**src/rtl/id_ex_hazard_pipe_if.sv**
```systemverilog
// Bus between the IF/ID register, the decode/ID-EX block and the execute stage.
// IDEX_PERF_CNT_EN adds the bubble_cnt_o observation signal.
interface id_ex_hazard_pipe_if #(
  parameter int unsigned I = 16,
  parameter int unsigned P = 16,
  parameter int unsigned D = 16,
  parameter int unsigned R = 4,
  parameter int unsigned F = 4
);
  logic         valid_i;
  logic [P-1:0] next_pc_i;
  logic [I-1:0] instr_i;
  logic         stall_i;
  logic         flush_i;
  logic         we3_i;
  logic [R-1:0] wa3_i;
  logic [D-1:0] wd3_i;
  logic         stall_o;
  logic         valid_o;
  logic [P-1:0] next_pc_o;
  logic [F-1:0] funct4_o;
  logic [R-1:0] rd_o;
  logic [D-1:0] rs_o;
  logic [D-1:0] rt_o;
`ifdef IDEX_PERF_CNT_EN
  logic [31:0]  bubble_cnt_o;
`endif

  modport slave (
    input  valid_i, next_pc_i, instr_i, stall_i, flush_i, we3_i, wa3_i, wd3_i,
`ifdef IDEX_PERF_CNT_EN
    output bubble_cnt_o,
`endif
    output stall_o, valid_o, next_pc_o, funct4_o, rd_o, rs_o, rt_o
  );

  modport master (
    output valid_i, next_pc_i, instr_i, stall_i, flush_i, we3_i, wa3_i, wd3_i,
`ifdef IDEX_PERF_CNT_EN
    input  bubble_cnt_o,
`endif
    input  stall_o, valid_o, next_pc_o, funct4_o, rd_o, rs_o, rt_o
  );
endinterface

```
**src/rtl/id_ex_hazard_pipe.sv**
```systemverilog
// Decode + register file with write-through bypass + load-use hazard + ID/EX register.
// Optional macro IDEX_PERF_CNT_EN adds a saturating bubble counter (bubble_cnt_o).
module id_ex_hazard_pipe #(
  parameter int unsigned I       = 16,
  parameter int unsigned P       = 16,
  parameter int unsigned D       = 16,
  parameter int unsigned R       = 4,
  parameter int unsigned F       = 4,
  parameter logic [F-1:0] LOAD_OP = F'(4'hB)
) (
  input  logic clk_i,
  input  logic rst_i,
  id_ex_hazard_pipe_if.slave bus
);
  localparam int unsigned NREG = 1 << R;

  logic [D-1:0] regs [NREG];

  logic [F-1:0] funct;
  logic [R-1:0] rd_addr;
  logic [R-1:0] rs_addr;
  logic [R-1:0] rt_addr;
  logic [D-1:0] rs_val;
  logic [D-1:0] rt_val;
  logic         hazard;

  logic         valid_q;
  logic [P-1:0] next_pc_q;
  logic [F-1:0] funct_q;
  logic [R-1:0] rd_q;
  logic [D-1:0] rs_q;
  logic [D-1:0] rt_q;

  assign funct   = bus.instr_i[I-1 -: F];
  assign rd_addr = bus.instr_i[I-F-1 -: R];
  assign rs_addr = bus.instr_i[I-F-R-1 -: R];
  assign rt_addr = bus.instr_i[I-F-2*R-1 -: R];

  // Register file; r0 is never written so it stays zero.
  always_ff @(posedge clk_i or posedge rst_i) begin
    if (rst_i) begin
      for (int k = 0; k < int'(NREG); k++) regs[k] <= '0;
    end else if (bus.we3_i && bus.wa3_i != '0) begin
      regs[bus.wa3_i] <= bus.wd3_i;
    end
  end

  // Write-through bypass so writeback in this cycle is seen by decode.
  always_comb begin
    rs_val = regs[rs_addr];
    rt_val = regs[rt_addr];
    if (bus.we3_i && bus.wa3_i == rs_addr) rs_val = bus.wd3_i;
    if (bus.we3_i && bus.wa3_i == rt_addr) rt_val = bus.wd3_i;
    if (rs_addr == '0) rs_val = '0;
    if (rt_addr == '0) rt_val = '0;
  end

  assign hazard = bus.valid_i && valid_q && (funct_q == LOAD_OP) && (rd_q != '0) &&
                  ((rd_q == rs_addr) || (rd_q == rt_addr));

  // Not gated by flush: fetch resolves flush priority itself.
  assign bus.stall_o = hazard | bus.stall_i;

  // ID/EX register: flush > stall hold > hazard bubble > load.
  always_ff @(posedge clk_i or posedge rst_i) begin
    if (rst_i) begin
      valid_q   <= 1'b0;
      next_pc_q <= '0;
      funct_q   <= '0;
      rd_q      <= '0;
      rs_q      <= '0;
      rt_q      <= '0;
    end else if (bus.flush_i || (!bus.stall_i && hazard)) begin
      valid_q   <= 1'b0;
      next_pc_q <= '0;
      funct_q   <= '0;
      rd_q      <= '0;
      rs_q      <= '0;
      rt_q      <= '0;
    end else if (!bus.stall_i) begin
      valid_q   <= bus.valid_i;
      next_pc_q <= bus.next_pc_i;
      funct_q   <= funct;
      rd_q      <= rd_addr;
      rs_q      <= rs_val;
      rt_q      <= rt_val;
    end
  end

  assign bus.valid_o   = valid_q;
  assign bus.next_pc_o = next_pc_q;
  assign bus.funct4_o  = funct_q;
  assign bus.rd_o      = rd_q;
  assign bus.rs_o      = rs_q;
  assign bus.rt_o      = rt_q;

`ifdef IDEX_PERF_CNT_EN
  logic [31:0] bubble_cnt_q;

  // Counts loaded bubbles only; stall hold cycles do not count.
  always_ff @(posedge clk_i or posedge rst_i) begin
    if (rst_i) begin
      bubble_cnt_q <= '0;
    end else if ((bus.flush_i || (!bus.stall_i && hazard)) && bubble_cnt_q != '1) begin
      bubble_cnt_q <= bubble_cnt_q + 32'd1;
    end
  end

  assign bus.bubble_cnt_o = bubble_cnt_q;
`endif
endmodule

```
**src/flat_wrapper.sv**
```systemverilog
// flat-port wrapper written by rule: the top's interface ports become plain ports
module id_ex_hazard_pipe_flat 
#(
  parameter int unsigned I       = 16,
  parameter int unsigned P       = 16,
  parameter int unsigned D       = 16,
  parameter int unsigned R       = 4,
  parameter int unsigned F       = 4,
  parameter logic [F-1:0] LOAD_OP = F'(4'hB)
)
  (clk_i, rst_i, bus_valid_i, bus_next_pc_i, bus_instr_i, bus_stall_i, bus_flush_i, bus_we3_i, bus_wa3_i, bus_wd3_i, bus_stall_o, bus_valid_o, bus_next_pc_o, bus_funct4_o, bus_rd_o, bus_rs_o, bus_rt_o);
  id_ex_hazard_pipe_if #(.I(I), .P(P), .D(D), .R(R), .F(F)) bus_i ();
  input  logic clk_i;
  input  logic rst_i;
  input wire logic [$bits(bus_i.valid_i)-1:0] bus_valid_i;
  input wire logic [$bits(bus_i.next_pc_i)-1:0] bus_next_pc_i;
  input wire logic [$bits(bus_i.instr_i)-1:0] bus_instr_i;
  input wire logic [$bits(bus_i.stall_i)-1:0] bus_stall_i;
  input wire logic [$bits(bus_i.flush_i)-1:0] bus_flush_i;
  input wire logic [$bits(bus_i.we3_i)-1:0] bus_we3_i;
  input wire logic [$bits(bus_i.wa3_i)-1:0] bus_wa3_i;
  input wire logic [$bits(bus_i.wd3_i)-1:0] bus_wd3_i;
  output wire logic [$bits(bus_i.stall_o)-1:0] bus_stall_o;
  output wire logic [$bits(bus_i.valid_o)-1:0] bus_valid_o;
  output wire logic [$bits(bus_i.next_pc_o)-1:0] bus_next_pc_o;
  output wire logic [$bits(bus_i.funct4_o)-1:0] bus_funct4_o;
  output wire logic [$bits(bus_i.rd_o)-1:0] bus_rd_o;
  output wire logic [$bits(bus_i.rs_o)-1:0] bus_rs_o;
  output wire logic [$bits(bus_i.rt_o)-1:0] bus_rt_o;
  assign bus_i.valid_i = bus_valid_i;
  assign bus_i.next_pc_i = bus_next_pc_i;
  assign bus_i.instr_i = bus_instr_i;
  assign bus_i.stall_i = bus_stall_i;
  assign bus_i.flush_i = bus_flush_i;
  assign bus_i.we3_i = bus_we3_i;
  assign bus_i.wa3_i = bus_wa3_i;
  assign bus_i.wd3_i = bus_wd3_i;
  assign bus_stall_o = bus_i.stall_o;
  assign bus_valid_o = bus_i.valid_o;
  assign bus_next_pc_o = bus_i.next_pc_o;
  assign bus_funct4_o = bus_i.funct4_o;
  assign bus_rd_o = bus_i.rd_o;
  assign bus_rs_o = bus_i.rs_o;
  assign bus_rt_o = bus_i.rt_o;
  id_ex_hazard_pipe #(.I(I), .P(P), .D(D), .R(R), .F(F), .LOAD_OP(LOAD_OP)) u_core (.clk_i(clk_i), .rst_i(rst_i), .bus(bus_i));
endmodule
```
**config.mk**
```make
export PLATFORM = sky130hd
export DESIGN_NAME = id_ex_hazard_pipe_flat
export DESIGN_NICKNAME = d
export VERILOG_FILES = /design/src/rtl/id_ex_hazard_pipe_if.sv /design/src/rtl/id_ex_hazard_pipe.sv /design/src/flat_wrapper.sv
export SDC_FILE = /design/constraint.sdc
export NUM_CORES = 1
export LEC_CHECK = 0
export ABC_AREA = 1
export ABC_CLOCK_PERIOD_IN_PS = 26600
export BUFFER_PORTS_ARGS = -buffer_cell sky130_fd_sc_hd__buf_2
export CORE_ASPECT_RATIO = 1.25
export CORE_MARGIN = 3
export CORE_UTILIZATION = 25
export CTS_CLUSTER_SIZE = 24
export DETAILED_ROUTE_END_ITERATION = 12
export SETUP_SLACK_MARGIN = 0.02
export SKIP_CTS_REPAIR_TIMING = 1
export SLEW_MARGIN = 20
export SYNTH_ARGS = -nofsm -noshare
export SYNTH_HDL_FRONTEND = slang
export SYNTH_SLANG_ARGS = --single-unit
```
**constraint.sdc**
```tcl
create_clock -name clk_i -period 26.6 [get_ports clk_i]
set_input_delay 3.99 -clock clk_i [delete_from_list [all_inputs] [get_ports clk_i]]
set_output_delay 3.99 -clock clk_i [all_outputs]
set_load 0.05 [all_outputs]
```
After elaboration in Yosys (flattened, before gate mapping)
Index checks and enable logic that the tools add are counted. W data, S select, Z words.

Input bits: 58. Output and inout bits: 58. Logic and storage cells: 77. Register bits: 313.

Eq/ne operators: 6. Bitwise gates (word level): 4. Magnitude comparators: 4. Multiplexer cells: 25. Reductions and logical operators: 16.

Operators by type and width (number): $bwmux W256 (1); $mux W16 (15); $bmux W16 S4 (2); $demux W16 S4 (1); $eq A4 B4 Y1 (4); $mux W4 (4); $ge A5 B5 Y1 const B (3); $not A4 Y5 (3); $logic_and A1 B1 Y1 (9); $logic_not A4 Y1 (2); $reduce_bool A4 Y1 (2); $lt A5 B1 Y1 const B (1); $eq A4 B4 Y1 const B (1); $logic_or A1 B1 Y1 (2); $mux W1 (2); $ne A2 B1 Y1 const B (1); $logic_not A1 Y1 (1); $or A1 B1 Y1 (1).

Logic depth before layout (Yosys ltp)
Gate-level depths: netlist (run 1).

Depth after elaboration: 8. Gate-level depth with buffers: 12. Depth with buffers taken out: 10.

Worst setup path after synthesis (run 1)
OpenSTA, ideal clock, no wires.

Path type: input-to-output. Start: in bus_instr_i[6]. End: out bus_stall_o. Arrival time: 5.067 ns. Cell stages on the path: 11. Path buffers: 3. Path slack: 17.543 ns. Data required time: 22.610 ns. Cell sequence: buf_2 > inv_2 > buf_4 > nand2_1 > nand2_1 > nor2_1 > nand2_1 > nand2_1 > nand2_4 > nand2_2 > buf_6.

Longest elaborated chain between the ends: 4.

Ends and longest elaborated chain: from (decl) (line flat_wrapper.sv:17) `input wire logic [$bits(bus_i.instr_i)-1:0] bus_instr_i;`; $eq A4 B4 Y1 (line id_ex_hazard_pipe.sv:59) `((rd_q == rs_addr) || (rd_q == rt_addr));`; $logic_or A1 B1 Y1 (line id_ex_hazard_pipe.sv:59); $logic_and A1 B1 Y1 (line id_ex_hazard_pipe.sv:58) `assign hazard = bus.valid_i && valid_q && (funct_q == LOAD_OP) && (rd_q != '0) &&`; $or A1 B1 Y1 (line id_ex_hazard_pipe.sv:62) `assign bus.stall_o = hazard | bus.stall_i;`; to (decl) (line flat_wrapper.sv:23) `output wire logic [$bits(bus_i.stall_o)-1:0] bus_stall_o;`.

Every way passes these cells.

Worst setup path after layout (run 1)
Start: in bus_instr_i[0]. End: out bus_stall_o.

Same word-level chain as after synthesis.

==> results of run 1 <==
## cells in the final DEF (no fill, tap or decap), types with 2 or more instances in the layout
cell	netlist	routed
a21oi_1	50	50
a31oi_2	2	2
buf_2	49	113
buf_4	9	29
bufinv_16	0	4
clkbuf_1	119	8
clkbuf_16	0	39
clkbuf_8	0	4
clkinv_2	0	3
clkinvlp_4	0	3
dfrtp_1	313	313
inv_1	236	235
inv_2	8	7
inv_6	0	3
nand2_1	905	903
nand2_2	4	6
nand2_4	2	2
nand3_1	314	313
nand3_2	2	3
nand4_1	29	29
nor2_1	202	196
nor2_2	2	6
nor2_4	5	7
o211ai_1	32	32
o21ai_0	235	235
o21ai_1	5	5
o21bai_1	32	32
o22ai_1	5	5
## per-layer routing
layer / track usage / vias up / part of all wire
li1: - / 8130 / -
met5: 0 / - / 0.0010
met3: 0.02855 / 178 / 0.058
met2: 0.2831 / 582 / 0.47
met1: 0.2115 / 7795 / 0.40
met4: 0.1092 / 10 / 0.070
## stage by stage
stage,area [um^2],std cells
finish,20090,3532
detailed placement,18840,3467
floorplan,17650,2579
CTS,20090,3531
global placement,18840,3467
global route,20090,3531
## layout make-up
cell class	count	share of cell area
multi-input cells	1830	0.4036
flip-flops and latches	313	0.3898
well taps	935	0.05823
clock buffers	51	0.05281
inverters	246	0.04652
repair buffers	143	0.03954
clock inverters	13	0.009341
diodes	1	0.0001245
## worst min-delay path by stage
stage               slack, ps                to             start  depth (start not counted)
floorplan                 430  u_core.regs[240]  u_core.regs[240]                          1
global placement          370  u_core.regs[241]  u_core.regs[241]                          0
detailed placement        370  u_core.regs[242]  u_core.regs[242]                          0
CTS                       380  u_core.regs[246]  u_core.regs[246]                          0
global route              390  u_core.regs[253]  u_core.regs[253]                          0
finish                    380  u_core.regs[251]  u_core.regs[251]                          0
## sequential cells by signal (all words and copies together) (netlist names)
register	count
u_core.bus.funct4_o	4
u_core.bus.next_pc_o	16
u_core.bus.rd_o	4
u_core.bus.rs_o	16
u_core.bus.rt_o	16
u_core.bus.valid_o	1
u_core.regs	256
## cell families (layout without fill, tap and decap cells)
kind of cell           after synthesis  after routing
and+or+nand+nor                   1469           1469
other                                0              1
buffers and inverters              436            453
DFF                                313            313
AOI/OAI and AO/OA                  361            361
## power breakdown
group	internal, mW	total (mW)	switching, mW
Clock	0.319	0.534	0.215
Combinational	0.0972	0.324	0.226
Sequential	0.563	0.612	0.0490
## worst reg2reg max path, stage by stage, from the launching register on
cell     delay (ps)
dfrtp_1         470
inv_1           210
nand2_1          70
nor3_1          420
nor2_1          160
nand2_4         210
nand2_1         340
o21ai_0         300
==> out/results.txt, run 1 <==
Status -> finished clean
Vias in the first global route -> 15590
CTS H-Tree Depth -> 2
Fill cell count -> 7685
Hold Fails Final Rpt -> 0
CTS Root Cell -> clkbuf_16
Worst slew margin -> 0.2606
Synth unique cells -> 30
Crit. Startpoint -> bus_instr_i[0]
Crit path to -> bus_stall_o
Via count -> 16700
Number of synthesized flops with an enable pin -> 0
Post-synth ARST share -> 1.000
Fmax -> 0.09385 GHz
First-pass GRT wire length -> 98.00 mm
Final worst path period need -> 10660 ps
Max incr delay on CP -> 710 ps
Worst path cell trace -> buf_4 -> clkinv_2 -> nand2_1 -> nand2_1 -> nor2_1 -> nand2_1 -> nand2_1 -> nand2_4 -> nand2_2 -> buf_2
Crit-path max FO -> 50
Layout area overhead -> 13.82%
Unrepaired setup endpoints after global routing -> no
Sequential fraction of the synthesis area -> 0.4437
Post-Synth Simple-Gate Area -> 0.3445
Num CTS Buffers -> 37
Post-synthesis compound-gate area fraction -> 0.1126
Crit path buffers/inverters -> 3
Critical path arrival -> 6670 ps
Placer Congestion -> 0.9352
Final worst slack -> 15950 ps
Syn. warnings -> 0
Pre-Repair DR Iteration Count -> 8
Clock transition at path regs -> 50 ps
Syn Inst Count -> 2579
DIE WIDTH -> 243.7 um
Detailed Route WL -> 65.42 mm
Hold WS -> 376.0 ps
Clock sink count -> 313
Largest family of logic cells by synthesized area -> simple AND/OR/NAND/NOR gates
Global Route Usage Sum -> 0.1725
Core Rows -> 108
Max Slew Vio Count -> 0
Worst R2R End -> u_core.bus.funct4_o[2]
Synth Area in Adders -> 0
Syn_nets -> 2637
Area occupied by registers -> 7833 um^2
Setup tns final -> 0 ps
Yosys reg bits -> 313
Total power draw -> 1.470 mW
CP top delay family -> buffers and inverters
Post-synth top area cell -> dfrtp_1
R2r setup slk -> 24340 ps
Final worst-path cycle share -> 0.4006
IO buf count -> 115
Crit path kind -> input port to output port
Post-synthesis mux area share -> 0
Max_cap viols -> 0
Critical-path top delay cell -> clkinv_2
Initial Util -> 0.2532
# DRC -> 0
Post-synth top cells -> 905 x nand2_1, 314 x nand3_1, 313 x dfrtp_1
CP Depth -> 10
Multi-input logic area -> 8109 um^2
Synthesized cell area -> 17650 um^2
Mean Syn Cell Area -> 6.844 um^2
Synth Area in XOR/XNOR -> 0
Tightest Hold Check Type -> flop to flop
IO Count -> 116
Top cell by count, worst path -> nand2_1
DRT iter0 DRCs -> 1678
DP Worst Slack -> 16010 ps
Routed Antenna Nets -> 0
Final setup fails -> 0
Util after Layout -> 0.2882
Final HPWL DP -> 43.76 mm
Core footprint -> 69730 um^2
Latest clock arrival within the worst-skew pair -> 560 ps
Maximum number of pins on one net before global-route repair -> 103
Critical path endpoint category -> output port
CP startpoint kind -> input port
VDD IR-drop max -> 0.03530 mV
Die Ht -> 303.1 um
Layout Nets -> 2629
Pleak -> 9.895 nW
Worst-margin pin slew -> 1108 ps
Worst r2r src -> u_core.bus.rd_o[1]
Global route overflow -> 0
Yosys top cell area share -> 0.4437
Vias per inst -> 4.727
Critical path required time -> 22610 ps
Most used flip-flop cell after synthesis -> dfrtp_1
DIE AREA -> 73850 um^2
Pwr per Cell Area -> 73.15 nW/um^2
Wire per inst -> 18.52 um
TritonCTS clock tree -> built
Layout cells sized above 1 -> 0.09129
Most frequent cell after synthesis -> nand2_1
Clk_skew -> 17.52 ps
Synth area leaders -> dfrtp_1 44%, nand2_1 19%, nand3_1 8.9%, o21ai_0 6.7%, inv_1 5.0%
Max clock buf depth -> 3
Initial antenna violation count -> 7
Reg2Reg Depth -> 7
Note: power is estimated with default switching activity, not from simulation.
==> inputs of run 2 (changes only) <==
--- a/config.mk
+++ b/config.mk
@@ -6,7 +6,7 @@
 export NUM_CORES = 1
 export LEC_CHECK = 0
 export ABC_AREA = 1
-export ABC_CLOCK_PERIOD_IN_PS = 26600
+export ABC_CLOCK_PERIOD_IN_PS = 9300
 export BUFFER_PORTS_ARGS = -buffer_cell sky130_fd_sc_hd__buf_2
 export CORE_ASPECT_RATIO = 1.25
 export CORE_MARGIN = 3
==> constraint.sdc (replaced) <==
create_clock -name clk_i -period 9.3 [get_ports clk_i]
set_input_delay 1.395 -clock clk_i [delete_from_list [all_inputs] [get_ports clk_i]]
set_output_delay 1.395 -clock clk_i [all_outputs]
set_load 0.05 [all_outputs]
==> out/results.txt, run 2 (synthesis gave the netlist of run 1 again) <==
Status -> finished clean
Met1 WL -> 25.57 mm
Maximum number of pins on one net before global-route repair -> 172
Internal -> 2.824 mW
Setup tns final -> 0 ps
Final HPWL DP -> 42.10 mm
Sw frac -> 0.3272
Worst slew margin -> 0.2806
Vias in the first global route -> 16040
Placer Congestion -> 0.8986
Wire per inst -> 18.12 um
Via count -> 16790
Max_cap viols -> 0
Pre-Repair DR Iteration Count -> 5
Clk_skew -> 19.73 ps
TritonCTS clock tree -> built
Initial Util -> 0.2532
Hold Fails Final Rpt -> 0
Crit-path max FO -> 60
Critical path endpoint category -> output port
Core footprint -> 69730 um^2
CP startpoint kind -> input port
Crit path kind -> input port to output port
Vias per inst -> 4.751
Pleak -> 9.904 nW
Combinational share of power -> 0.218
CTS Root Cell -> clkbuf_16
IO Count -> 116
Unrepaired setup endpoints after global routing -> no
NetSw -> 1.373 mW
Critical path required time -> 7910 ps
Max Slew Vio Count -> 0
Biggest register -> u_core.regs
Tightest Hold Check Type -> flop to flop
Fmax -> 0.1724 GHz
Global route overflow -> 0
Commonest cells after routing, fill and taps aside -> 903 x nand2_1, 313 x dfrtp_1, 312 x nand3_1
Layout Nets -> 2626
Latest clock arrival within the worst-skew pair -> 540 ps
Max Used Layer -> met5
Final worst path period need -> 5802 ps
Worst-margin pin slew -> 1079 ps
Met3 WL -> 4.033 mm
Final worst-path cycle share -> 0.6238
WHS Path Cells -> 0
Global Route Usage Sum -> 0.1698
Initial antenna violation count -> 6
VDD IR-drop max -> 0.1190 mV
IO buf count -> 115
Clock power share -> 0.367
Routed Antenna Nets -> 0
Final setup fails -> 0
DIE AREA -> 73850 um^2
Layout area overhead -> 13.89%
Largest register FFs -> 256
Pwr per Cell Area -> 208.8 nW/um^2
Core Rows -> 108
Max clock buf depth -> 3
Part of the power in registers -> 0.415
Total power draw -> 4.197 mW
Critical path arrival -> 4410 ps
Die Ht -> 303.1 um
Clock sink count -> 313
DRT iter0 DRCs -> 1812
Most common cell after layout, fill and taps aside -> nand2_1
Num CTS Buffers -> 36
DIE WIDTH -> 243.7 um
First-pass GRT wire length -> 97.56 mm
Reg2Reg Depth -> 7
Layout cells sized above 1 -> 0.09179
Met2 wire length -> 30.19 mm
Detailed Route WL -> 64.03 mm
CTS H-Tree Depth -> 2
Clock transition at path regs -> 60 ps
# DRC -> 0
run 2: metrics by stage:
stage / setup WS [ps] / area, um^2 / util / hold slack [ps] / std cells
5_1_grt: 3327 / 20090 / 0.2882 / 387.5 / 3529
6_report: 3498 / 20100 / 0.2883 / 376.1 / 3534
2_1_floorplan: 3736 / 17660 / - / 429.0 / 2579
3_3_place_gp: 3590 / 18830 / 0.2700 / 365.2 / 3465
4_1_cts: 3600 / 20090 / 0.2881 / 379.1 / 3528
3_5_place_dp: 3606 / 18840 / 0.2702 / 365.6 / 3465
run 2: layout make-up:
type	count	area, um^2
multi-input combinational	1830	8118
timing repair buffer	141	788.3
antenna	6	15.01
sequential	313	7833
fill	7736	49620
tap	935	1170
clock buffer	48	1017
inverter	246	930.9
clock inverter	15	232.7
run 2: path summary, 6_finish.rpt:
kind / endpoint / slack [ps] / start
setup / recovery: bus_stall_o / 3500 / bus_instr_i[0]
hold / removal: u_core.regs[244] / 380 / u_core.regs[244]
setup reg to reg: u_core.bus.funct4_o[0] / 7190 / u_core.bus.rd_o[0]
hold reg to reg: u_core.regs[244] / 380 / u_core.regs[244]
max in group asynchronous: u_core.regs[203] / 6930 / rst_i
min in group asynchronous: u_core.bus.rt_o[15] / 1000 / rst_i
run 2: per-layer routing:
metal  track usage  vias up
met5             0        -
met4        0.1033        2
met3       0.02661      162
met2        0.2833      591
met1        0.2066     7889
li1              -     8146
run 2: power by group through the flow:
stage          combinational (mW)  sequential, mW  clock (mW)
2_1_floorplan               0.609            1.79           0
5_1_grt                      1.04            1.77        1.61
6_report                    0.915            1.74        1.54
3_5_place_dp                0.913            1.76           0
4_1_cts                     0.915            1.74        1.56
3_3_place_gp                0.897            1.76           0
run 2: critical path, stage by stage:
cell	delay, ps
buf_4	540
clkinv_2	950
nand2_1	240
nand2_1	70
nor2_1	90
nand2_1	60
nand2_1	160
nand2_4	170
nand2_2	280
buf_2	330
